==> src/rtl/multicycle_control_fsm.sv <==
// Multi-cycle RV32I main sequencer: steps fetch/decode/execute/memory/writeback and counts retires.
// Optional MEM_WAIT_EN adds a mem_ready handshake that stalls FETCH, MEMREAD and MEMWRITE.
module multicycle_control_fsm #(
   parameter int unsigned CNT_W = 32
) (
   input  logic             clk,
   input  logic             reset,
   input  logic [6:0]       opcode,
   input  logic [2:0]       funct3,
   input  logic [2:0]       ALU_flags,
`ifdef MEM_WAIT_EN
   input  logic             mem_ready,
`endif
   output logic             PCWrite,
   output logic             AdrSrc,
   output logic             IRWrite,
   output logic             MemWrite,
   output logic             RegWrite,
   output logic [1:0]       ImmSrc,
   output logic [1:0]       ALUSrcA,
   output logic [1:0]       ALUSrcB,
   output logic [2:0]       ALU_op,
   output logic [1:0]       Result_src,
   output logic             illegal_instr,
   output logic [3:0]       state,
   output logic [CNT_W-1:0] instr_count
);

   typedef enum logic [3:0] {
      StFetch    = 4'd0,
      StDecode   = 4'd1,
      StMemAdr   = 4'd2,
      StMemRead  = 4'd3,
      StMemWb    = 4'd4,
      StMemWrite = 4'd5,
      StExecR    = 4'd6,
      StExecI    = 4'd7,
      StAluWb    = 4'd8,
      StBranch   = 4'd9,
      StJal      = 4'd10
   } state_t;

   localparam logic [6:0] OpLoad   = 7'b0000011;
   localparam logic [6:0] OpStore  = 7'b0100011;
   localparam logic [6:0] OpRType  = 7'b0110011;
   localparam logic [6:0] OpIType  = 7'b0010011;
   localparam logic [6:0] OpBranch = 7'b1100011;
   localparam logic [6:0] OpJal    = 7'b1101111;

   state_t           r_state;
   state_t           w_next;
   logic [CNT_W-1:0] r_count;
   logic             w_ready;
   logic             w_retire;
   logic             w_taken;

`ifdef MEM_WAIT_EN
   assign w_ready = mem_ready;
`else
   assign w_ready = 1'b1;
`endif

   // An instruction retires on the edge that returns its final state to FETCH
   assign w_retire = (r_state == StMemWb) || (r_state == StAluWb) || (r_state == StBranch) ||
                     ((r_state == StMemWrite) && w_ready);

   assign state       = r_state;
   assign instr_count = r_count;

   always_ff @(posedge clk or posedge reset) begin
      if (reset) begin
         r_state <= StFetch;
         r_count <= '0;
      end else begin
         r_state <= w_next;
         if (w_retire) r_count <= r_count + 1'b1;
      end
   end

   always_comb begin
      w_next = StFetch;
      case (r_state)
         StFetch:    w_next = w_ready ? StDecode : StFetch;
         StDecode: begin
            case (opcode)
               OpLoad, OpStore: w_next = StMemAdr;
               OpRType:         w_next = StExecR;
               OpIType:         w_next = StExecI;
               OpBranch:        w_next = StBranch;
               OpJal:           w_next = StJal;
               default:         w_next = StFetch;
            endcase
         end
         StMemAdr:   w_next = (opcode == OpLoad) ? StMemRead : StMemWrite;
         StMemRead:  w_next = w_ready ? StMemWb : StMemRead;
         StMemWrite: w_next = w_ready ? StFetch : StMemWrite;
         StExecR:    w_next = StAluWb;
         StExecI:    w_next = StAluWb;
         StJal:      w_next = StAluWb;
         default:    w_next = StFetch;
      endcase
   end

   always_comb begin
      case (funct3)
         3'b000:  w_taken = ALU_flags[0];
         3'b001:  w_taken = !ALU_flags[0];
         3'b100:  w_taken = ALU_flags[1] ^ ALU_flags[2];
         3'b101:  w_taken = !(ALU_flags[1] ^ ALU_flags[2]);
         default: w_taken = 1'b0;
      endcase
   end

   always_comb begin
      PCWrite       = 1'b0;
      AdrSrc        = 1'b0;
      IRWrite       = 1'b0;
      MemWrite      = 1'b0;
      RegWrite      = 1'b0;
      ALUSrcA       = 2'b00;
      ALUSrcB       = 2'b00;
      ALU_op        = 3'b000;
      Result_src    = 2'b00;
      illegal_instr = 1'b0;
      case (opcode)
         OpStore:  ImmSrc = 2'b01;
         OpBranch: ImmSrc = 2'b10;
         OpJal:    ImmSrc = 2'b11;
         default:  ImmSrc = 2'b00;
      endcase
      case (r_state)
         StFetch: begin
            IRWrite    = w_ready;
            PCWrite    = w_ready;
            ALUSrcB    = 2'b10;
            Result_src = 2'b10;
         end
         StDecode: begin
            ALUSrcA       = 2'b01;
            ALUSrcB       = 2'b01;
            illegal_instr = !(opcode inside {OpLoad, OpStore, OpRType, OpIType, OpBranch, OpJal});
         end
         StMemAdr: begin
            ALUSrcA = 2'b10;
            ALUSrcB = 2'b01;
         end
         StMemRead:  AdrSrc = 1'b1;
         StMemWb: begin
            Result_src = 2'b01;
            RegWrite   = 1'b1;
         end
         StMemWrite: begin
            AdrSrc   = 1'b1;
            MemWrite = 1'b1;
         end
         StExecR: begin
            ALUSrcA = 2'b10;
            ALU_op  = 3'b111;
         end
         StExecI: begin
            ALUSrcA = 2'b10;
            ALUSrcB = 2'b01;
            ALU_op  = 3'b111;
         end
         StAluWb:    RegWrite = 1'b1;
         StBranch: begin
            ALUSrcA = 2'b10;
            ALU_op  = 3'b001;
            PCWrite = w_taken;
         end
         StJal: begin
            ALUSrcA = 2'b01;
            ALUSrcB = 2'b10;
            PCWrite = 1'b1;
         end
         default: ;
      endcase
      // Reset forces every output low, including the opcode-decoded ImmSrc
      if (reset) begin
         PCWrite       = 1'b0;
         AdrSrc        = 1'b0;
         IRWrite       = 1'b0;
         MemWrite      = 1'b0;
         RegWrite      = 1'b0;
         ImmSrc        = 2'b00;
         ALUSrcA       = 2'b00;
         ALUSrcB       = 2'b00;
         ALU_op        = 3'b000;
         Result_src    = 2'b00;
         illegal_instr = 1'b0;
      end
   end

endmodule

==> config.mk <==
export PLATFORM = sky130hd
export DESIGN_NAME = multicycle_control_fsm
export DESIGN_NICKNAME = d
export VERILOG_FILES = /design/src/rtl/multicycle_control_fsm.sv
export SDC_FILE = /design/constraint.sdc
export NUM_CORES = 1
export LEC_CHECK = 0
export CAP_MARGIN = 20
export CORE_MARGIN = 2
export CORE_UTILIZATION = 45
export DETAILED_ROUTE_END_ITERATION = 16
export GPL_TIMING_DRIVEN = 0
export PLACE_DENSITY = 0.88
export SLEW_MARGIN = 20
export SYNTH_ARGS = -nofsm -noshare
export SYNTH_HDL_FRONTEND = slang
export SYNTH_SLANG_ARGS = --single-unit
==> constraint.sdc <==
create_clock -name clk -period 2.8 [get_ports clk]
set_clock_uncertainty 0.2 [all_clocks]
set_input_delay 0.7 -clock clk [delete_from_list [all_inputs] [get_ports clk]]
set_output_delay 0.7 -clock clk [all_outputs]
set_load 0.05 [all_outputs]
Word level (Yosys, flattened, before mapping)
Cells that the tools add are included.
Word-level totals
  output and inout port bits: 53
  bits in registers: 36
  word-level logic and storage cells: 67
  input port bits: 15
Cells by class
  reduce and logical (&&, ||, !) cells: 18
  bitwise operators: 1
  add/subtract/negate cells: 1
  equal/unequal tests: 19
  mux-type cells: 26
Operator list (number)
  4-bit one-hot mux with 5 select lines: 2
  32-bit by 1-bit adder with 32-bit output (second input constant): 1
  4-bit by 3-bit equality test with 1-bit output (second input constant): 4
  7-bit by 6-bit equality test with 1-bit output (second input constant): 2
  7-bit equality test (second input constant): 2
  4-bit equality test (second input constant): 3
  2-bit one-hot mux with 2 select lines: 3
  2-bit OR reduction: 6
  1-bit two-way mux: 11
  4-bit by 2-bit equality test with 1-bit output (second input constant): 2
  2-bit two-way mux: 4
  7-bit by 2-bit equality test with 1-bit output (second input constant): 1
  7-bit by 5-bit equality test with 1-bit output (second input constant): 1
  3-bit equality test (second input constant): 2
  3-bit two-way mux: 2
  2-bit one-hot mux with 3 select lines: 1
  3-bit one-hot mux with 2 select lines: 1
  6-bit nonzero test: 1
  3-bit OR reduction: 2
  4-bit by 1-bit equality test with 1-bit output (second input constant): 1
  4-bit logical NOT: 1
  1-bit one-hot mux with 4 select lines: 1
  4-bit OR reduction: 1
  3-bit by 1-bit equality test with 1-bit output (second input constant): 1
  5 further kinds: 9

Longest topological paths before layout
  word-level depth: 5
  gate-level depth with buffers: 6
  mapped depth without buffers: 6

Worst setup path before layout
No wires, ideal clock.
  path kind: register to output
  from: reg r_state[3] (netlist: state[3])
  to: out Result_src[1]
  data required time: 1.900 ns
  path slack: -1.327 ns
  path buffers: 3
  cell stages (with the launch flop): 6
  arrival: 3.227 ns
  cell sequence: dfrtp_1 clkbuf_1 or2_2 clkbuf_1 nor4_1 buf_4
Between the ends
  longest elaborated chain between the ends: 3
  elaborated cells between the ends (all ways): 4
  classes of those cells: 1 x eq/ne; 2 x mux; 1 x reduce/logical
RTL lines
  start: declaration: line 50  | state_t r_state;
  start signal: assignment: line 72  | r_state <= StFetch;
  start signal: assignment: line 75  | r_state <= w_next;
  4-bit by 3-bit equality test with 1-bit output / 4-bit logical NOT (equally long branches): line 131  | case (r_state)
  2-bit one-hot mux with 2 select lines (*): line 131
  2-bit two-way mux (*): line 179  | if (reset) begin
  end: declaration: line 23  | output logic [1:0] Result_src,
Every way passes the cells marked *; elsewhere a longest branch is shown, timed or not.

Worst setup path after layout
Same ends and word-level chain as after synthesis.

==> results <==
- The run finished with clean final reports.
- Of the total synthesized cell area, the portion taken by full adders, half adders and majority gates is 0.634%.
- After floorplanning, the core was sized to cover around 0.0043 sq mm.
- The total standard cell area after synthesis is 0.00197 sq mm.
- For the pin with the worst max-slew slack, the measured transition is 0.850 ns.
- The number of global-route vias before repair came to roughly 1700.
- The worst path needs around 2.7 ns of the cycle, external delays included.
- The power per standard cell area is between 500 and 600 mW/mm^2.
- The weighted congestion reported at the end of routability-driven placement is 0.778.
- For the worst-skew pair, the clock arrives at the later sink with an insertion delay of 0.29 ns.
- The initialized floorplan defines 24 standard-cell rows.
- Synthesis produced a netlist with a net count of 223.
- The endpoint of the worst-slack reg-to-reg timing path is instr_count[15].
- The DRC violation total after the first TritonRoute iteration is 123.
- The number of port buffers is 66.
- The number of diodes added for antenna fixing is 0.
- In the detailed route, the total length drawn on met2 is 2.42 mm.
- In this run the worst setup path begins at state[3].
- The multiplexer area fraction after synthesis is 0.571%.
- After routing, the total negative slack on setup checks comes to 0 ns.
- The worst setup path is launched from a flop.
- The vertical extent of the die is 70.2 microns.
- The worst register-to-register path has a depth of 5.
- Once placement finished, the instance area stood at around 0.0028 sq mm.
- The clock sink count is 36.
- The uppermost layer routed is met4.
- In this run, synthesis inferred 0 flip-flops with an integrated enable.
- The CTS tree is built.
- The leakage power of the design is 1.20 nW.
- For this configuration, the core starts out at a cell density of 45.9%.
- Averaged over all synthesized cells, the footprint is 9.53 sq um.
- In this run the deepest clock path goes through 2 buffers.
- Timing would allow up to 364 MHz.
- The count of synthesis-stage warnings from yosys is 0.
- CTS placed an instance of sky130_fd_sc_hd__clkbuf_8 at the clock tree root.
- Across all register-to-register paths, the minimum setup slack is 0.65 ns.
- The first detailed-routing pass ran for 4 iterations.
- The total overflow left after global routing is 0.
- After synthesis, the largest family of logic cells by area is simple AND/OR/NAND/NOR gates.
- The routed wirelength normalized by instance count is 14.3 microns.
- The register area share after synthesis is 45.7%.
- The synthesized design contains 36 register bits.
- For this run, asynchronously set or reset flops after synthesis account for 100%.
- The H-tree generated during clock tree synthesis spans 2 levels.
- Synthesis handed over a netlist of 207 instances.
- The initial antenna violation count is 0.
- Using the TritonRoute via totals, the vias-per-cell ratio works out to approximately 5.3.
- The count of boundary I/O pins is 68.
- After Yosys synthesis, XOR and XNOR cells account for 16.4% of the synthesized area.
- The fraction of final layout cells sized beyond drive strength 1 is a little under a quarter.
- In the synthesized netlist the dominant register cell turns out to be sky130_fd_sc_hd__dfrtp_1.
- The pre-CTS setup slack is -1.31 ns.
- Relative to the synthesized area, the layout overhead comes to 47.6%.
- The final layout contains 296 nets.
- Summing the areas of all and, or, nand and nor instances in the mapped netlist gives 29.5% of the synthesized area.
- At the worst endpoint, the arrival time is 1.85 ns.
- After clock tree synthesis, the clock-pin slew on the worst setup and hold paths is 0.07 ns.
- Buffers inserted to repair hold after CTS numbered 0.
- The count of final hold-check violations was 0.
- The share of the core filled with cells in the final layout is 67.8%.
- The via count is 1771.
- The final antenna-violating net count is 0.
- Counting distinct cell types in the post-synthesis netlist gives 33.
- Setup slack closes at 0.0523 ns.
- In this run the worst setup path terminates at Result_src[1].
- The number of CTS-inserted buffers is 5.
- The half-perimeter wire length of the detailed placement result is 3.46 mm.
- In the finished design, the share of the clock period the worst path needs comes to a little under 100%.
- Along the worst path, the maximum fanout reaches 10.
- In the global route stage, overall resource usage came out at between 10% and 20%.
- The worst hold path belongs to the class flop to flop.
- The capturing element type of the critical path is an output port.
- Entering global routing, the biggest net connects 19 pins.
- The post-route DRC violation count is 0.
- Setup violations remaining at the end of the flow were counted as 0.
- The die covers 0.00493 sq mm.
- The global-route wire length before repair is 7.73 mm.
- From left edge to right edge, the die measures between 70 and 80 microns.
- The worst register-to-register path begins at state[2].
- The synthesized-area fraction occupied by ao, oa, aoi and oai cells is 4.50%.
- In the final routing, the length of wire on met1 measures 2.05 mm.
- VDD sags by at most 0.419 mV.
- The number of maximum-capacitance violations is 0.
- The relative max-transition margin is a little over two fifths.
- The final layout contains routed wiring with a total length of ~4.8 mm.
- The total power is 0.00157 W.
- At the worst endpoint, the required time is between 1.5 and 2 ns.
- The number of pins with negative max-slew slack in the final report is 0.
- The finished cells cover approximately 0.0029 sq mm.
- The critical path in this run is classified as flop to output port.
- The routed wire length on met3 is 236 microns.
-- cell usage after synthesis (all sizes together), types with 4 or more instances --
cell type	n	area (sq um)
nor2	19	71.3
nor3	7	35.0
nor4	10	83.8
nand2	20	75.1
o21ai	4	20.0
and3	4	25.0
a21oi	9	45.0
xor2	10	87.6
dfrtp	36	901
clkbuf	8	30.0
nand3	10	55.1
or2	4	25.0
nand4	11	68.8
xnor2	27	236
nand2b	6	37.5
-- timing repair --
item,CTS,global route
pin swaps,6,4
setup endpoints to repair,17,8
gates cloned,1,0
buffers inserted,1,0
gates resized for setup,91,15
-- per-stage QoR --
stage          cells  hold slack (ns)
6_report         333            0.284
5_1_grt          333            0.310
4_1_cts          333            0.292
3_5_place_dp     325            0.284
3_3_place_gp     325            0.256
2_1_floorplan    207            0.456
-- routing by layer --
layer	global-route usage (%)	up-vias
li1	-	870
met5	0	-
met1	23.5	837
met3	4.62	6
met4	6.20	0
met2	35.8	58
-- critical path, cell delays in order (launching register included) --
cell and delay (ns):
sky130_fd_sc_hd__dfrtp_2 0.43, sky130_fd_sc_hd__clkbuf_2 0.20, sky130_fd_sc_hd__or2_4 0.32, sky130_fd_sc_hd__nor4_4 0.29
sky130_fd_sc_hd__buf_4 0.15, sky130_fd_sc_hd__buf_4 0.18
-- where the power goes --
| group | switching [W] | total [W] | internal, W |
|---|---|---|---|
| Combinational | 0.000398 | 0.000603 | 0.000205 |
| Sequential | 0.0000565 | 0.000611 | 0.000555 |
| Clock | 0.000179 | 0.000354 | 0.000175 |
-- worst min path at each step --
stage | start | end | slack [ns] | cells after the start
floorplan | reset | instr_count[0] | 0.46 | 1
global placement | instr_count[31] | instr_count[31] | 0.26 | 1
detailed placement | instr_count[31] | instr_count[31] | 0.28 | 1
CTS | instr_count[31] | instr_count[31] | 0.29 | 1
global route | instr_count[31] | instr_count[31] | 0.31 | 1
finish | instr_count[31] | instr_count[31] | 0.28 | 1
-- sequential cells by signal (all words and copies together), names as in the netlist --
signal and count:
state 4, instr_count 32
-- cell usage in the layout, fill, tap and decap left out, types with 2 or more instances in the layout --
cell,Yosys,final
sky130_fd_sc_hd__clkbuf_1,8,3
sky130_fd_sc_hd__or3_1,2,2
sky130_fd_sc_hd__buf_2,0,5
sky130_fd_sc_hd__dlygate4sd2_1,0,6
sky130_fd_sc_hd__nor3b_1,2,2
sky130_fd_sc_hd__and4_1,3,3
sky130_fd_sc_hd__nor2_2,0,2
sky130_fd_sc_hd__a21oi_4,0,2
sky130_fd_sc_hd__nor4_1,8,3
sky130_fd_sc_hd__clkdlybuf4s50_1,0,41
sky130_fd_sc_hd__or2_4,0,2
sky130_fd_sc_hd__nand2b_1,6,4
sky130_fd_sc_hd__nand3_1,9,8
sky130_fd_sc_hd__xor2_1,10,10
sky130_fd_sc_hd__or2_2,4,2
sky130_fd_sc_hd__xnor2_1,27,27
sky130_fd_sc_hd__clkdlybuf4s15_2,0,5
sky130_fd_sc_hd__nor4_4,1,5
sky130_fd_sc_hd__nor4_2,1,2
sky130_fd_sc_hd__nand3_2,1,2
sky130_fd_sc_hd__buf_4,2,6
sky130_fd_sc_hd__nand2_1,20,20
sky130_fd_sc_hd__dfrtp_2,0,3
sky130_fd_sc_hd__clkbuf_2,0,4
sky130_fd_sc_hd__nor2_1,19,17
sky130_fd_sc_hd__nor3_2,0,3
sky130_fd_sc_hd__o21ai_0,4,4
sky130_fd_sc_hd__clkbuf_8,0,6
sky130_fd_sc_hd__nand3b_1,3,3
sky130_fd_sc_hd__clkbuf_4,0,3
sky130_fd_sc_hd__nor3_1,7,4
sky130_fd_sc_hd__nand4_1,11,11
sky130_fd_sc_hd__and3_1,4,3
sky130_fd_sc_hd__dfrtp_1,36,33
sky130_fd_sc_hd__a21oi_1,9,7
-- final cells by class --
type / count / area [sq um]
Clock buffer: 7 / 76.3
Inverter: 2 / 11.3
Timing Repair Buffer: 67 / 631
Multi-Input combinational cell: 159 / 1160
Timing Repair inverter: 1 / 5.00
Tap cell: 52 / 65.1
Fill cell: 349 / 1380
Clock inverter: 1 / 5.00
Sequential cell: 36 / 905
Buffer: 8 / 57.6
-- cell families (layout without fill, tap and decap cells) --
family	Yosys count	after routing
XOR/XNOR	37	37
adder cells (fa/ha/maj)	1	1
AND/OR/NAND/NOR	104	104
AO/OA/AOI/OAI	16	16
buffers and inverters	12	86
multiplexers	1	1
flip-flops	36	36
Note: power is estimated with default switching activity, not from simulation.
